===== src/rtl/sram_like_arbiter_if.sv =====
// Bundle of sram-like port signals (req/addr_ok/data_ok handshake).
// NUM_CH lanes share one rdata bus; the downstream side uses NUM_CH = 1.
interface sram_like_arbiter_if #(
   parameter int unsigned NUM_CH = 1,
   parameter int unsigned ADDR_W = 32,
   parameter int unsigned DATA_W = 32
);
   logic [NUM_CH-1:0]          req;
   logic [NUM_CH-1:0]          wr;
   logic [2*NUM_CH-1:0]        size;
   logic [NUM_CH*DATA_W/8-1:0] wstrb;
   logic [NUM_CH*ADDR_W-1:0]   addr;
   logic [NUM_CH*DATA_W-1:0]   wdata;
   logic [NUM_CH-1:0]          addr_ok;
   logic [NUM_CH-1:0]          data_ok;
   logic [DATA_W-1:0]          rdata;

   modport master (
      output req, wr, size, wstrb, addr, wdata,
      input  addr_ok, data_ok, rdata
   );

   modport slave (
      input  req, wr, size, wstrb, addr, wdata,
      output addr_ok, data_ok, rdata
   );
endinterface


===== src/rtl/sram_like_arbiter.sv =====
// Shares one downstream sram-like port among NUM_CH upstream masters.
// Address phases are arbitrated; accepted ids go into an in-order FIFO so each
// downstream response is routed back to its owner.
// Build option: define SRAM_ARB_RR_EN for round-robin arbitration, otherwise
// fixed priority with the highest channel index winning.
module sram_like_arbiter #(
   parameter int unsigned NUM_CH    = 2,
   parameter int unsigned OUT_DEPTH = 4,
   parameter int unsigned ADDR_W    = 32,
   parameter int unsigned DATA_W    = 32
) (
   input  logic                         clk,
   input  logic                         reset,
   sram_like_arbiter_if.slave           up,
   sram_like_arbiter_if.master          dn,
   output logic [$clog2(OUT_DEPTH):0]   outstanding,
   output logic                         err_unexp
);
   localparam int unsigned IdW  = (NUM_CH > 1) ? $clog2(NUM_CH) : 1;
   localparam int unsigned PtrW = $clog2(OUT_DEPTH);
   localparam int unsigned StrW = DATA_W / 8;

   typedef enum logic {StIdle, StHold} state_e;

   state_e               state_q;
   logic [IdW-1:0]       gnt_q;
   logic [IdW-1:0]       arb_id;
   logic [IdW-1:0]       grant;
   logic                 any_req;
   logic                 m_req;
   logic                 accept;
   logic                 push;
   logic                 pop;
   logic                 full;
   logic                 empty;

   logic [IdW-1:0]       mem [OUT_DEPTH];
   logic [PtrW-1:0]      wr_ptr_q;
   logic [PtrW-1:0]      rd_ptr_q;
   logic [PtrW:0]        count_q;
   logic                 err_q;
   logic [IdW-1:0]       head;

`ifdef SRAM_ARB_RR_EN
   logic [IdW-1:0]       rr_q;
   logic                 found;

   // Round-robin search starting at the pointer.
   always_comb begin
      arb_id = rr_q;
      found  = 1'b0;
      for (int i = 0; i < int'(NUM_CH); i++) begin
         if (!found && up.req[(int'(rr_q) + i) % int'(NUM_CH)]) begin
            found  = 1'b1;
            arb_id = IdW'((int'(rr_q) + i) % int'(NUM_CH));
         end
      end
   end
`else
   // Fixed priority: later iterations overwrite, so the highest index wins.
   always_comb begin
      arb_id = '0;
      for (int i = 0; i < int'(NUM_CH); i++) begin
         if (up.req[i]) begin
            arb_id = IdW'(i);
         end
      end
   end
`endif

   assign any_req = |up.req;
   assign full    = (count_q == (PtrW + 1)'(OUT_DEPTH));
   assign empty   = (count_q == '0);
   assign head    = mem[rd_ptr_q];

   // While locked the address phase is frozen to the registered owner.
   assign grant   = (state_q == StHold) ? gnt_q : arb_id;
   assign m_req   = (state_q == StHold) ? 1'b1 : (any_req & ~full);
   assign accept  = m_req & dn.addr_ok[0];
   assign push    = accept;
   assign pop     = dn.data_ok[0] & ~empty;

   assign dn.req      = m_req;
   assign dn.wr       = up.wr[grant];
   assign dn.size     = up.size[int'(grant)*2 +: 2];
   assign dn.wstrb    = up.wstrb[int'(grant)*int'(StrW) +: StrW];
   assign dn.addr     = up.addr[int'(grant)*int'(ADDR_W) +: ADDR_W];
   assign dn.wdata    = up.wdata[int'(grant)*int'(DATA_W) +: DATA_W];
   assign up.rdata    = pop ? dn.rdata : '0;
   assign outstanding = count_q;
   assign err_unexp   = err_q;

   // One-hot accept to the granted channel and response to the FIFO head.
   always_comb begin
      up.addr_ok = '0;
      up.data_ok = '0;
      for (int i = 0; i < int'(NUM_CH); i++) begin
         if (accept && grant == IdW'(i)) begin
            up.addr_ok[i] = 1'b1;
         end
         if (pop && head == IdW'(i)) begin
            up.data_ok[i] = 1'b1;
         end
      end
   end

   // Lock FSM: capture the grant when the downstream stalls the address phase.
   always_ff @(posedge clk) begin
      if (reset) begin
         state_q <= StIdle;
         gnt_q   <= '0;
`ifdef SRAM_ARB_RR_EN
         rr_q    <= '0;
`endif
      end else begin
         unique case (state_q)
            StIdle: begin
               if (m_req && !dn.addr_ok[0]) begin
                  state_q <= StHold;
                  gnt_q   <= arb_id;
               end
            end
            StHold: begin
               if (dn.addr_ok[0]) begin
                  state_q <= StIdle;
               end
            end
            default: state_q <= StIdle;
         endcase
`ifdef SRAM_ARB_RR_EN
         if (accept) begin
            rr_q <= (int'(grant) == int'(NUM_CH) - 1) ? '0 : grant + 1'b1;
         end
`endif
      end
   end

   // In-order id FIFO plus sticky unexpected-response flag.
   always_ff @(posedge clk) begin
      if (reset) begin
         wr_ptr_q <= '0;
         rd_ptr_q <= '0;
         count_q  <= '0;
         err_q    <= 1'b0;
      end else begin
         if (push) begin
            mem[wr_ptr_q] <= grant;
            wr_ptr_q      <= wr_ptr_q + 1'b1;
         end
         if (pop) begin
            rd_ptr_q <= rd_ptr_q + 1'b1;
         end
         if (push && !pop) begin
            count_q <= count_q + 1'b1;
         end else if (pop && !push) begin
            count_q <= count_q - 1'b1;
         end
         if (dn.data_ok[0] && empty) begin
            err_q <= 1'b1;
         end
      end
   end
endmodule

===== src/flat_wrapper.sv =====
// flat-port wrapper written by rule: the top's interface ports become plain ports
module sram_like_arbiter_flat 
#(
   parameter int unsigned NUM_CH    = 2,
   parameter int unsigned OUT_DEPTH = 4,
   parameter int unsigned ADDR_W    = 32,
   parameter int unsigned DATA_W    = 32
)
  (clk, reset, outstanding, err_unexp, up_req, up_wr, up_size, up_wstrb, up_addr, up_wdata, up_addr_ok, up_data_ok, up_rdata, dn_req, dn_wr, dn_size, dn_wstrb, dn_addr, dn_wdata, dn_addr_ok, dn_data_ok, dn_rdata);
  sram_like_arbiter_if #(.NUM_CH(NUM_CH), .ADDR_W(ADDR_W), .DATA_W(DATA_W)) up_i ();
  sram_like_arbiter_if #(.NUM_CH(NUM_CH), .ADDR_W(ADDR_W), .DATA_W(DATA_W)) dn_i ();
  input  logic clk;
  input  logic reset;
  output logic [$clog2(OUT_DEPTH):0] outstanding;
  output logic err_unexp;
  input wire logic [$bits(up_i.req)-1:0] up_req;
  input wire logic [$bits(up_i.wr)-1:0] up_wr;
  input wire logic [$bits(up_i.size)-1:0] up_size;
  input wire logic [$bits(up_i.wstrb)-1:0] up_wstrb;
  input wire logic [$bits(up_i.addr)-1:0] up_addr;
  input wire logic [$bits(up_i.wdata)-1:0] up_wdata;
  output wire logic [$bits(up_i.addr_ok)-1:0] up_addr_ok;
  output wire logic [$bits(up_i.data_ok)-1:0] up_data_ok;
  output wire logic [$bits(up_i.rdata)-1:0] up_rdata;
  output wire logic [$bits(dn_i.req)-1:0] dn_req;
  output wire logic [$bits(dn_i.wr)-1:0] dn_wr;
  output wire logic [$bits(dn_i.size)-1:0] dn_size;
  output wire logic [$bits(dn_i.wstrb)-1:0] dn_wstrb;
  output wire logic [$bits(dn_i.addr)-1:0] dn_addr;
  output wire logic [$bits(dn_i.wdata)-1:0] dn_wdata;
  input wire logic [$bits(dn_i.addr_ok)-1:0] dn_addr_ok;
  input wire logic [$bits(dn_i.data_ok)-1:0] dn_data_ok;
  input wire logic [$bits(dn_i.rdata)-1:0] dn_rdata;
  assign up_i.req = up_req;
  assign up_i.wr = up_wr;
  assign up_i.size = up_size;
  assign up_i.wstrb = up_wstrb;
  assign up_i.addr = up_addr;
  assign up_i.wdata = up_wdata;
  assign up_addr_ok = up_i.addr_ok;
  assign up_data_ok = up_i.data_ok;
  assign up_rdata = up_i.rdata;
  assign dn_req = dn_i.req;
  assign dn_wr = dn_i.wr;
  assign dn_size = dn_i.size;
  assign dn_wstrb = dn_i.wstrb;
  assign dn_addr = dn_i.addr;
  assign dn_wdata = dn_i.wdata;
  assign dn_i.addr_ok = dn_addr_ok;
  assign dn_i.data_ok = dn_data_ok;
  assign dn_i.rdata = dn_rdata;
  sram_like_arbiter #(.NUM_CH(NUM_CH), .OUT_DEPTH(OUT_DEPTH), .ADDR_W(ADDR_W), .DATA_W(DATA_W)) u_core (.clk(clk), .reset(reset), .up(up_i), .dn(dn_i), .outstanding(outstanding), .err_unexp(err_unexp));
endmodule

===== config.mk =====
export PLATFORM = sky130hd
export DESIGN_NAME = sram_like_arbiter_flat
export DESIGN_NICKNAME = d
export VERILOG_FILES = /design/src/rtl/sram_like_arbiter_if.sv /design/src/rtl/sram_like_arbiter.sv /design/src/flat_wrapper.sv
export SDC_FILE = /design/constraint.sdc
export NUM_CORES = 1
export LEC_CHECK = 0
export CAP_MARGIN = 20
export CORE_AREA = 3 3 139 141
export DETAILED_ROUTE_END_ITERATION = 7
export DIE_AREA = 0 0 142 144
export PLACE_DENSITY = 0.48
export REMOVE_ABC_BUFFERS = 1
export SETUP_SLACK_MARGIN = 0.02
export SYNTH_ARGS = -nofsm -noshare
export SYNTH_HDL_FRONTEND = slang
export SYNTH_SLANG_ARGS = --single-unit
export TNS_END_PERCENT = 1

===== constraint.sdc =====
create_clock -name clk -period 2.4 [get_ports clk]
set_input_delay 0.48 -clock clk [delete_from_list [all_inputs] [get_ports clk]]
set_output_delay 0.48 -clock clk [all_outputs]
set_load 0.005 [all_outputs]

After elaboration in Yosys (flattened, before gate mapping)
Memories as Yosys holds them, arrays and structs flattened. A register that Yosys moved wholly into a read port is not among the register bits.
Cells that the tools add are included.
- add/subtract/negate cells: 4
- order comparisons: 1
- eq/ne operators: 1
- shift operators: 4
- mux-type cells: 20
- bitwise operators: 8
- reduce and logical (&&, ||, !) cells: 15
- operator list (operator ; number):
    $shiftx 64x7->32 ; 2
    $mux 32 ; 1
    $mux 1 ; 14
    $logic_and 1x1->1 ; 8
    $shiftx 8x4->4 ; 1
    $mux 3 ; 2
    $not 1->1 ; 5
    $add 2x1->2 const B ; 2
    $mux 2 ; 2
    $shiftx 4x3->2 ; 1
    $add 3x1->3 const B ; 1
    $and 1x1->1 ; 3
    $eq 3x3->1 const B ; 1
    $logic_not 1->1 ; 3
    $logic_not 3->1 ; 1
    $sub 3x1->3 const B ; 1
    $lt 1x2->1 const B ; 1
    $pmux 1 s2 ; 1
    $reduce_and 2->1 ; 1
    $reduce_bool 2->1 ; 1
    $reduce_or 2->1 ; 1
- flip-flop bits (word level): 10
- memory bits (writable): 4
- input bits: 182
- output and inout bits: 184
- word-level logic and storage cells: 60
- memories: 1
- memories (name ; depth ; bits a word ; rd ports ; clocked after Yosys merged registers in ; write ports ; line ; source):
    u_core.mem ; 4 ; 1 ; 1 ; 1 ; 1 ; sram_like_arbiter.sv:37 ; logic [IdW-1:0] mem [OUT_DEPTH];

Logic depth before layout (Yosys ltp)
Gate-level depths: netlist of the first run.
- depth in word-level cells: 9
- mapped depth: 9
- mapped depth without buffers: 9

Worst setup path after synthesis of the first run
Ideal clock, no wire load.
- path type: reg2reg
- start point: reg u_core.count_q[0] (netlist: u_core.outstanding[0])
- end point: reg u_core.count_q[2] (netlist: u_core.outstanding[2])
- library setup time: 71 ps
- data arrival time: 2130 ps
- required time: 2329 ps
- setup slack: 199 ps
- cell stages (with the launch flop): 10
- buffers on the path: 1
- clock period less this slack: 2201 ps
- cell sequence: dfxtp_1 > o31a_1 > clkbuf_1 > inv_1 > ha_1 > inv_1 > fa_1 > xor2_1 > or3_1 > a21oi_1
- longest elaborated chain between the ends: 8
- elaborated cells between the ends (all ways): 17
- classes of those cells: add/sub: 2; eq/ne: 1; mux: 3; bitwise: 5; reduce/logical: 6
- ends and longest elaborated chain (what ; line ; source):
    from (decl) ; sram_like_arbiter.sv:40 ; logic [PtrW:0] count_q;
    from (signal assigned) ; sram_like_arbiter.sv:154 ; count_q <= count_q + 1'b1;
    from (signal assigned) ; sram_like_arbiter.sv:156 ; count_q <= count_q - 1'b1;
    $eq 3x3->1 ; sram_like_arbiter.sv:72 ; assign full = (count_q == (PtrW + 1)'(OUT_DEPTH));
    $not 1->1 ; sram_like_arbiter.sv:78 ; assign m_req = (state_q == StHold) ? 1'b1 : (any_req & ~full);
    $and 1x1->1 ; sram_like_arbiter.sv:78 ;
    $mux 1 ; sram_like_arbiter.sv:78 ;
    $and 1x1->1 ; sram_like_arbiter.sv:79 ; assign accept = m_req & dn.addr_ok[0];
    $logic_not 1->1 ; sram_like_arbiter.sv:155 ; end else if (pop && !push) begin
    $logic_and 1x1->1 ; sram_like_arbiter.sv:155 ;
    $reduce_bool 2->1 (no source line) ; n/a ;
Parallel ways exist; a longest one is shown, timed or not. The select of a mux whose other input is x is not followed.
A chain may end at the register's enable or synchronous reset.

Final worst setup path of the first run
- start point: reg u_core.state_q
- end point: out dn_wdata[27]
- longest elaborated chain between the ends: 2
- ends and longest elaborated chain (what ; line ; source):
    from (decl) ; sram_like_arbiter.sv:25 ; state_e state_q;
    from (signal assigned) ; sram_like_arbiter.sv:110 ; state_q <= StIdle;
    from (signal assigned) ; sram_like_arbiter.sv:119 ; state_q <= StHold;
    from (signal assigned) ; sram_like_arbiter.sv:125 ; state_q <= StIdle;
    $mux 1 ; sram_like_arbiter.sv:77 ; assign grant = (state_q == StHold) ? gnt_q : arb_id;
    $shiftx 64x7->32 ; sram_like_arbiter.sv:88 ; assign dn.wdata = up.wdata[int'(grant)*int'(DATA_W) +: DATA_W];
    to (decl) ; flat_wrapper.sv:30 ; output wire logic [$bits(dn_i.wdata)-1:0] dn_wdata;
Every way passes these cells.

==> metrics.txt, run 1 <==
# nets final 763; Max transition margin 0.567; Final period util 0.967; ANT nets after route 0; # clock sinks 16; most frequent cells after synthesis buf_4 (80), mux2_2 (65), and2_1 (34); Worst-Margin Slew 0.647 ns; global route overflow 0; P_leak 2.38 nW; post-synth top area cell mux2_2; Crit Path Max Fanout 15; die area 20400 sq um; GRT Overall Usage 0.111; drc violations 0; H-tree Lvls 1; overall power 0.00253 W; Port Buffer Count 291; clock latency on the worst-skew pair 0.25 ns; PD cells 449 nW/um^2; fin cells 803; Syn-to-layout area delta 133%; Comb power frac 0.710; clk slew on worst S/H paths 0.05 ns; initial antenna violation count 0; Worst EP required 1.92 ns; worst slack at placement -0.444 ns; slack of the critical path 0.0803 ns; sw power 0.000796 W; Tightest Hold Check Type reg -> reg; Yosys top cell area share 0.303; fraction of layout instances using a drive strength above 1 0.220; fin area 5620 sq um; total number of vias 2841; first-pass GRT wire length 17200 um; min Tclk post-route 2.32 ns; GPL Wtd Cong 0.782; Synth cell types 33; status complete, no violations; max-cap violation count 0; DP Area 5470 sq um; f_max 0.431 GHz; Worst VDD drop 0.231 mV; number of synthesized flops with an enable pin 4; Initial Util 0.134; die width 142 um; FFs w/ async S/R, synth 0; CP Data Arrival Time 1.84 ns; cell with the most instances after synthesis buf_4; crit path kind reg -> out; hold path startpoint u_core.err_unexp$_SDFFE_PP0P_; CTS buffer count 3; num ports 366; post-synthesis register bit count 16; endpoints failing hold 0; main flop type after synthesis dfxtp_1; final setup violating endpoints 0; Ant. Diodes 0; Syn Std Cell Area 2410 sq um; Syn. warnings 0; Switching Share 0.315; syn_area_per_cell 9.25 sq um; Crit. Startpoint u_core.state_q$_SDFF_PP0_; Pre-Repair DR Iteration Count 3; hpwl dp 10800 um; DR vias/cell 3.54; cell count after synthesis 261; drt wl/cell 15.5 um; Worst Skew 0.00447 ns; sequential-to-total area share from yosys stat 0.149; final WL 12500 um; Die Height 144 um; # rows 49; P_int 0.00173 W; CTS Root Cell clkbuf_16; Starting DRT DRC Count 28; Flop pwr share 0.159; CTS tree yes; maximum buffer depth of the clock tree 2; Worst setup EP type output pin; placed cell count 787; core footprint 18100 sq um; unrepaired setup endpoints after global routing no; crit start category flop; clock share of power 0.131; Worst Hold Slack 0.479 ns; fin. max-slew vios 0; Synth area leaders mux2_2 (30%), buf_4 (25%), dfxtp_1 (9.9%); largest net degree at the start of global routing 34; number of global-route vias before repair 3014; reg2reg start u_core.outstanding[2]$_SDFFE_PP0P_
## metal layers
metal	wire length, um	global-route usage	vias to the layer above	share of wire
met3	1600	0.0529	7	0.13
li1	-	-	1361	-
met1	3910	0.103	1286	0.31
met5	0	0	-	0
met4	173	0.0298	0	0.014
met2	6790	0.215	187	0.54
## through the flow
stage	setup TNS, ns	utilization
6_report	0	0.311
3_5_place_dp	-33.31	0.302
4_1_cts	0	0.311
3_3_place_gp	-32.55	0.302
2_1_floorplan	-103.94	-
5_1_grt	0	0.311
## path summary, 6_finish.rpt
check        slack (ns)  cells after the start                                  to
min                0.48                      2       u_core.err_unexp$_SDFFE_PP0P_
max reg2reg        0.13                      9  u_core.outstanding[2]$_SDFFE_PP0P_
min reg2reg        0.48                      2       u_core.err_unexp$_SDFFE_PP0P_
max                0.08                      5                        dn_wdata[27]
## critical path: stages, from the launching register on
cell and delay (ns):
dfxtp_2 0.35, mux2i_4 0.25, buf_12 0.16, buf_12 0.16, mux2_2 0.37, dlygate4sd2_1 0.28
## power groups by stage
stage | combinational, W | sequential [W] | clock [W]
after CTS | 0.00182 | 0.000402 | 0.000341
after floorplan | 0.000635 | 0.000403 | 0
final | 0.00179 | 0.000402 | 0.000330
after detailed placement | 0.00181 | 0.000406 | 0
after global routing | 0.00196 | 0.000410 | 0.000349
after global placement | 0.00180 | 0.000402 | 0
## final cells by class
type                    count  area (sq um)
flip-flops and latches     16           362
clock inverters             1          3.75
clock buffers               3          75.1
multi-input cells         224          1690
fillers                  1911         12500
well taps                 229           287
inverters                   7          28.8
repair buffers            323          3180
## logic make-up (layout without fill, tap and decap cells)
kind of cell,Yosys count,count (layout),share of synthesized area
AOI/OAI and AO/OA,8,8,0.0223
xor gates and xnor gates,4,4,0.0145
adders and majority gates,6,6,0.0342
buffers and inverters,92,334,0.268
DFF,16,16,0.149
muxes,75,75,0.356
other,1,72,0.00155
and+or+nand+nor,59,59,0.153
## cell usage in the layout (no fill, tap or decap), drive strengths merged, types with 4 or more instances in the layout
cell / synthesis / layout
inv: 7 / 7
clkbuf: 5 / 11
nor2: 11 / 11
and2: 34 / 34
dfxtp: 12 / 12
nor3b: 6 / 6
mux2: 72 / 72
clkdlybuf4s15: 0 / 21
conb: 1 / 72
clkdlybuf4s50: 0 / 213
buf: 80 / 40
ha: 5 / 5
dlygate4sd2: 0 / 39
edfxtp: 4 / 4
## timing repair
| action | CTS | global route |
|---|---|---|
| hold buffers | 0 | 0 |
| cloned | 3 | 0 |
| buffers inserted | 8 | 1 |
| endpoints found under the setup margin | 110 | 29 |
| gates resized for setup | 118 | 29 |
| pin swaps | 0 | 3 |
No activity file was read; power rests on OpenSTA's default activity.
==> inputs of run 2 (changes only) <==
Settings changed: CELL_PAD_IN_SITES_DETAIL_PLACEMENT set to 1, CELL_PAD_IN_SITES_GLOBAL_PLACEMENT set to 2, CORE_AREA 3 3 139 141 to unset, CORE_ASPECT_RATIO set to 1.2, CORE_MARGIN set to 3, CORE_UTILIZATION set to 10, DIE_AREA 0 0 142 144 to unset, PLACE_DENSITY 0.48 to 0.78.
==> run 2 against run 1 <==
Effect of this change: the flow now finishes with violations (negative setup slack); sequential cell count unchanged; via count increased by 3.6%; fmax decreased by 5.5%; first-iteration DRC count decreased by 25%; clock skew about the same; power increased by 2.6%; hold slack improved by 0.0046 ns; critical endpoint is now dn_addr[25]; largest power group unchanged.
==> metrics.txt, run 2 (synthesized netlist as in run 1, its figures left out) <==
status complete, but fails checks; failing checks negative setup slack; drc violations 0; Worst Hold Path Cells 2; total number of vias 2944; min Tclk post-route 2.46 ns; Worst setup EP type output pin; hold path startpoint u_core.err_unexp$_SDFFE_PP0P_; num ports 366; CP Data Arrival Time 1.98 ns; Worst EP required 1.92 ns; initial antenna violation count 3; clk slew on worst S/H paths 0.05 ns; worst-path cell chain mux2i_4 > buf_4 > buf_12 > mux2_2 > clkdlybuf4s50_1; Crit Path Max Fanout 13; reg2reg start u_core.outstanding[2]$_SDFFE_PP0P_; slack of the critical path -0.0558 ns; Slowest-stage cell, CP clkdlybuf4s50_1; kind of cell adding the most delay to the critical path buffers and inverters; CTS Root Cell clkbuf_16; Syn-to-layout area delta 141%; crit path kind reg -> out; Worst VDD drop 0.188 mV; global route overflow 0; worst reg-to-reg path cell count 9; H-tree Lvls 1; Die Height 176 um; fraction of layout instances using a drive strength above 1 0.259; final core utilization 0.248; flop-to-flop setup slack 0.17 ns; most frequent cells in the layout clkdlybuf4s50_1 (191), conb_1 (72), mux2_2 (52); P_leak 2.66 nW; largest net degree at the start of global routing 23; # nets final 765; # rows 61; FF-to-FF End u_core.outstanding[2]$_SDFFE_PP0P_; PD cells 445 nW/um^2; clock latency on the worst-skew pair 0.25 ns; first-pass GRT wire length 19700 um; worst stage delay on the critical path 0.45 ns; GRT Overall Usage 0.102; endpoints failing hold 0; maximum buffer depth of the clock tree 2; Starting DRT DRC Count 21; unrepaired setup endpoints after global routing yes; die width 148 um; number of global-route vias before repair 3162; Max transition margin 0.664; Port Buffer Count 291; Crit. Startpoint u_core.state_q$_SDFF_PP0_; final setup violating endpoints 4; core footprint 23400 sq um; drt wl/cell 16.5 um; ANT nets after route 0; Worst Skew 0.00424 ns; CTS buffer count 3; final WL 14700 um; CTS tree yes; Initial Util 0.103; max-cap violation count 0; DR vias/cell 3.30; Worst Hold End u_core.err_unexp$_SDFFE_PP0P_; f_max 0.407 GHz; # clock sinks 16; commonest non-fill, non-tap cell in the layout clkdlybuf4s50_1; Worst-Margin Slew 0.502 ns; crit start category flop; fin cells 892; hpwl dp 12300 um; WP buf/inv 3; GPL Wtd Cong 0.714; Pre-Repair DR Iteration Count 4; placed cell count 871; Final period util 1.02; Tightest Hold Check Type reg -> reg; die area 26100 sq um; fin. max-slew vios 0
==> run 2: cell types whose count changed in the layout (fill, tap and decap cells not counted), sizes merged <==
cell	before	now
bufbuf	1	0
clkbuf	11	20
clkinv	1	0
dlymetal6s2s	1	9
dlygate4sd2	39	48
clkdlybuf4s15	21	11
diode	0	1
clkdlybuf4s50	213	191
buf	40	50
==> run 2: worst register-to-register path, cell delays in order (launching register included) <==
cell and delay, ns:
dfxtp_1 0.47, or4b_4 0.55, nand3_4 0.14, inv_4 0.04, ha_1 0.20, inv_1 0.07
fa_1 0.17, xor2_1 0.08, or3_1 0.31, a21oi_1 0.14
==> run 2: per-stage QoR <==
stage | power (W) | instance area, sq um | setup slack, ns | setup TNS [ns] | hold WS, ns
6_report | 0.00259 | 5820 | -0.0558 | -0.0903 | 0.484
5_1_grt | 0.00281 | 5820 | -0.123 | -0.531 | 0.508
4_1_cts | 0.00261 | 5730 | -0.207 | -2.40 | 0.489
3_5_place_dp | 0.00225 | 5530 | -0.501 | -35.47 | 0.474
3_3_place_gp | 0.00224 | 5530 | -0.506 | -34.67 | 0.451
2_1_floorplan | 0.00104 | 2060 | -1.43 | -103.94 | 0.442
==> run 2: layer usage <==
metal	track usage	vias to the layer above	wire, um
met5	0	-	7
met4	0.0150	2	54
met3	0.0575	4	2430
met2	0.181	244	7110
met1	0.108	1328	5110
li1	-	1366	-
==> run 2: cell type report <==
type | instances | area, sq um
Tap cell | 315 | 394
Timing Repair Buffer | 325 | 3200
Clock buffer | 4 | 88.8
Antenna cell | 1 | 2.50
Fill cell | 2803 | 17600
Inverter | 7 | 28.8
Multi-Input combinational cell | 224 | 1750
Sequential cell | 16 | 362
==> run 2: worst max-delay path by stage <==
stage	slack, ns	cells after the start	end
global placement	-0.51	5	dn_wdata[8]
CTS	-0.21	5	up_rdata[7]
global route	-0.12	5	dn_addr[25]
finish	-0.06	5	dn_addr[25]
detailed placement	-0.50	5	dn_wdata[8]
floorplan	-1.43	3	up_addr_ok[0]
==> run 2: where the power goes <==
| part | total [W] | internal [W] | switching [W] |
|---|---|---|---|
| Combinational | 0.00183 | 0.00115 | 0.000679 |
| Sequential | 0.000406 | 0.000339 | 0.0000667 |
| Clock | 0.000356 | 0.000253 | 0.000103 |
| Total | 0.00259 | 0.00174 | 0.000849 |
==> run 2: what timing repair did <==
| action | in CTS | in global routing |
|---|---|---|
| gates cloned | 4 | 0 |
| setup endpoints to repair | 110 | 58 |
| setup buffers | 10 | 2 |
| resized for setup | 158 | 70 |
| hold buffers | 0 | 0 |
==> inputs of run 3 (changes only) <==
Settings changed: ABC_CLOCK_PERIOD_IN_PS set to 2400, CORE_ASPECT_RATIO 1.2 to 0.8.
==> run 3 against run 2 <==
Effect of this change: the run now ends clean; sequential power is 1% lower; critical endpoint is now dn_addr[5]; sequential cell count stayed put; sequential share of layout area rose by 0.097 points; die area about the same; highest routed layer is now met4; largest power group unchanged; hold slack gained 0.0037 ns.
==> metrics.txt, run 3 (synthesized netlist as in run 1, its figures left out) <==
endpoints failing hold 0; # rows 50; Tightest Hold Check Type reg -> reg; die area 26100 sq um; initial antenna violation count 2; flop-to-flop setup slack 0.20 ns; most frequent cells in the layout clkdlybuf4s50_1 (209), conb_1 (72), mux2_2 (58); fin. max-slew vios 0; Worst Hold End u_core.err_unexp$_SDFFE_PP0P_; Syn-to-layout area delta 140%; crit start category flop; largest net degree at the start of global routing 15; final setup violating endpoints 0; max-cap violation count 0; num ports 366; number of global-route vias before repair 3138; # clock sinks 16; Die Height 145 um; H-tree Lvls 1; reg2reg start u_core.state_q$_SDFF_PP0_; Starting DRT DRC Count 48; hpwl dp 11900 um; first-pass GRT wire length 19100 um; FF-to-FF End u_core.outstanding[2]$_SDFFE_PP0P_; final core utilization 0.246; Port Buffer Count 291; fraction of layout instances using a drive strength above 1 0.283; maximum buffer depth of the clock tree 2; Worst Hold Path Cells 2; Worst EP required 1.92 ns; clock latency on the worst-skew pair 0.24 ns; P_leak 2.50 nW; CTS Root Cell clkbuf_16; Post-CTS Hold Buffers 0; min Tclk post-route 2.35 ns; CTS buffer count 3; GPL Wtd Cong 0.762; clk slew on worst S/H paths 0.05 ns; worst reg-to-reg path cell count 10; Worst VDD drop 0.282 mV; total number of vias 2880; CTS tree yes; ANT nets after route 0; # nets final 772; Worst Skew 0.00102 ns; Pre-Repair DR Iteration Count 4; unrepaired setup endpoints after global routing yes; drt wl/cell 14.9 um; global route overflow 0; Worst setup EP type output pin; Crit Path Max Fanout 6; Final period util 0.978; core footprint 23600 sq um; final WL 13400 um; Worst Hold Slack 0.487 ns; die width 180 um; Initial Util 0.102; f_max 0.426 GHz; status complete, no violations; drc violations 0; PD cells 461 nW/um^2; CP Data Arrival Time 1.87 ns; commonest non-fill, non-tap cell in the layout clkdlybuf4s50_1; hold path startpoint u_core.err_unexp$_SDFFE_PP0P_; GRT Overall Usage 0.0940; crit path kind reg -> out; DR vias/cell 3.21
==> run 3: cell types whose count changed in the layout (fill, tap and decap cells not counted), moves of 6 or more <==
cell | previous run | this run
clkdlybuf4s50_1 | 191 | 209
dlymetal6s2s_1 | 9 | 3
dlygate4sd2_1 | 48 | 19
buf_2 | 5 | 19
clkdlybuf4s15_1 | 9 | 20
mux2_2 | 52 | 58
==> run 3: routing by layer <==
layer / up-vias / global-route usage / share of wire
li1: 1384 / - / -
met1: 1320 / 0.0951 / 0.34
met2: 170 / 0.185 / 0.54
met3: 6 / 0.0358 / 0.11
met4: 0 / 0.0139 / 0.011
met5: - / 0 / 0
==> run 3: where the power goes <==
group          internal [W]  total [W]  switching (W)
Combinational       0.00125    0.00192       0.000668
Sequential         0.000345   0.000400      0.0000550
Clock              0.000253   0.000355       0.000102
Total               0.00185    0.00267       0.000825
==> run 3: how the worst max path moves through the flow <==
stage	startpoint	end	slack, ns
2_1_floorplan	u_core.state_q$_SDFF_PP0_	up_addr_ok[0]	-1.43
3_3_place_gp	up_req[1]	dn_wdata[16]	-0.47
3_5_place_dp	up_req[1]	dn_wdata[16]	-0.48
4_1_cts	u_core.state_q$_SDFF_PP0_	dn_wdata[16]	-0.08
5_1_grt	u_core.state_q$_SDFF_PP0_	dn_addr[5]	-0.02
6_report	u_core.state_q$_SDFF_PP0_	dn_addr[5]	0.05
==> run 3: through the flow <==
step           std cells  setup TNS [ns]  total power [W]  setup slack, ns  cell area [sq um]
2_1_floorplan        247         -103.94          0.00104            -1.43               2060
3_5_place_dp         876          -34.71          0.00228           -0.481               5620
3_3_place_gp         876          -34.51          0.00227           -0.468               5620
6_report             897               0          0.00267           0.0526               5790
4_1_cts              895         -0.0833          0.00273          -0.0827               5830
5_1_grt              897          -0.121          0.00290          -0.0208               5790
==> run 3: cell type report <==
cell class	instances	area [sq um]
Antenna cell	2	5.00
Clock buffer	4	88.8
Fill cell	2814	17800
Inverter	7	28.8
Multi-Input combinational cell	224	1730
Sequential cell	16	365
Tap cell	312	390
Timing Repair Buffer	332	3190
==> run 3: critical path, cell delays in order (launching register included) <==
cell,delay [ns]
dfxtp_2,0.36
mux2i_4,0.28
buf_6,0.13
buf_12,0.12
buf_6,0.12
mux2_2,0.34
dlygate4sd2_1,0.27
==> run 3: timing repair <==
action | in CTS | in global routing
hold endpoints to repair | 0 | 0
gates resized for setup | 177 | 59
buffers inserted | 13 | 0
cloned | 2 | 0
endpoints found under the setup margin | 110 | 85
pin swaps | 0 | 1
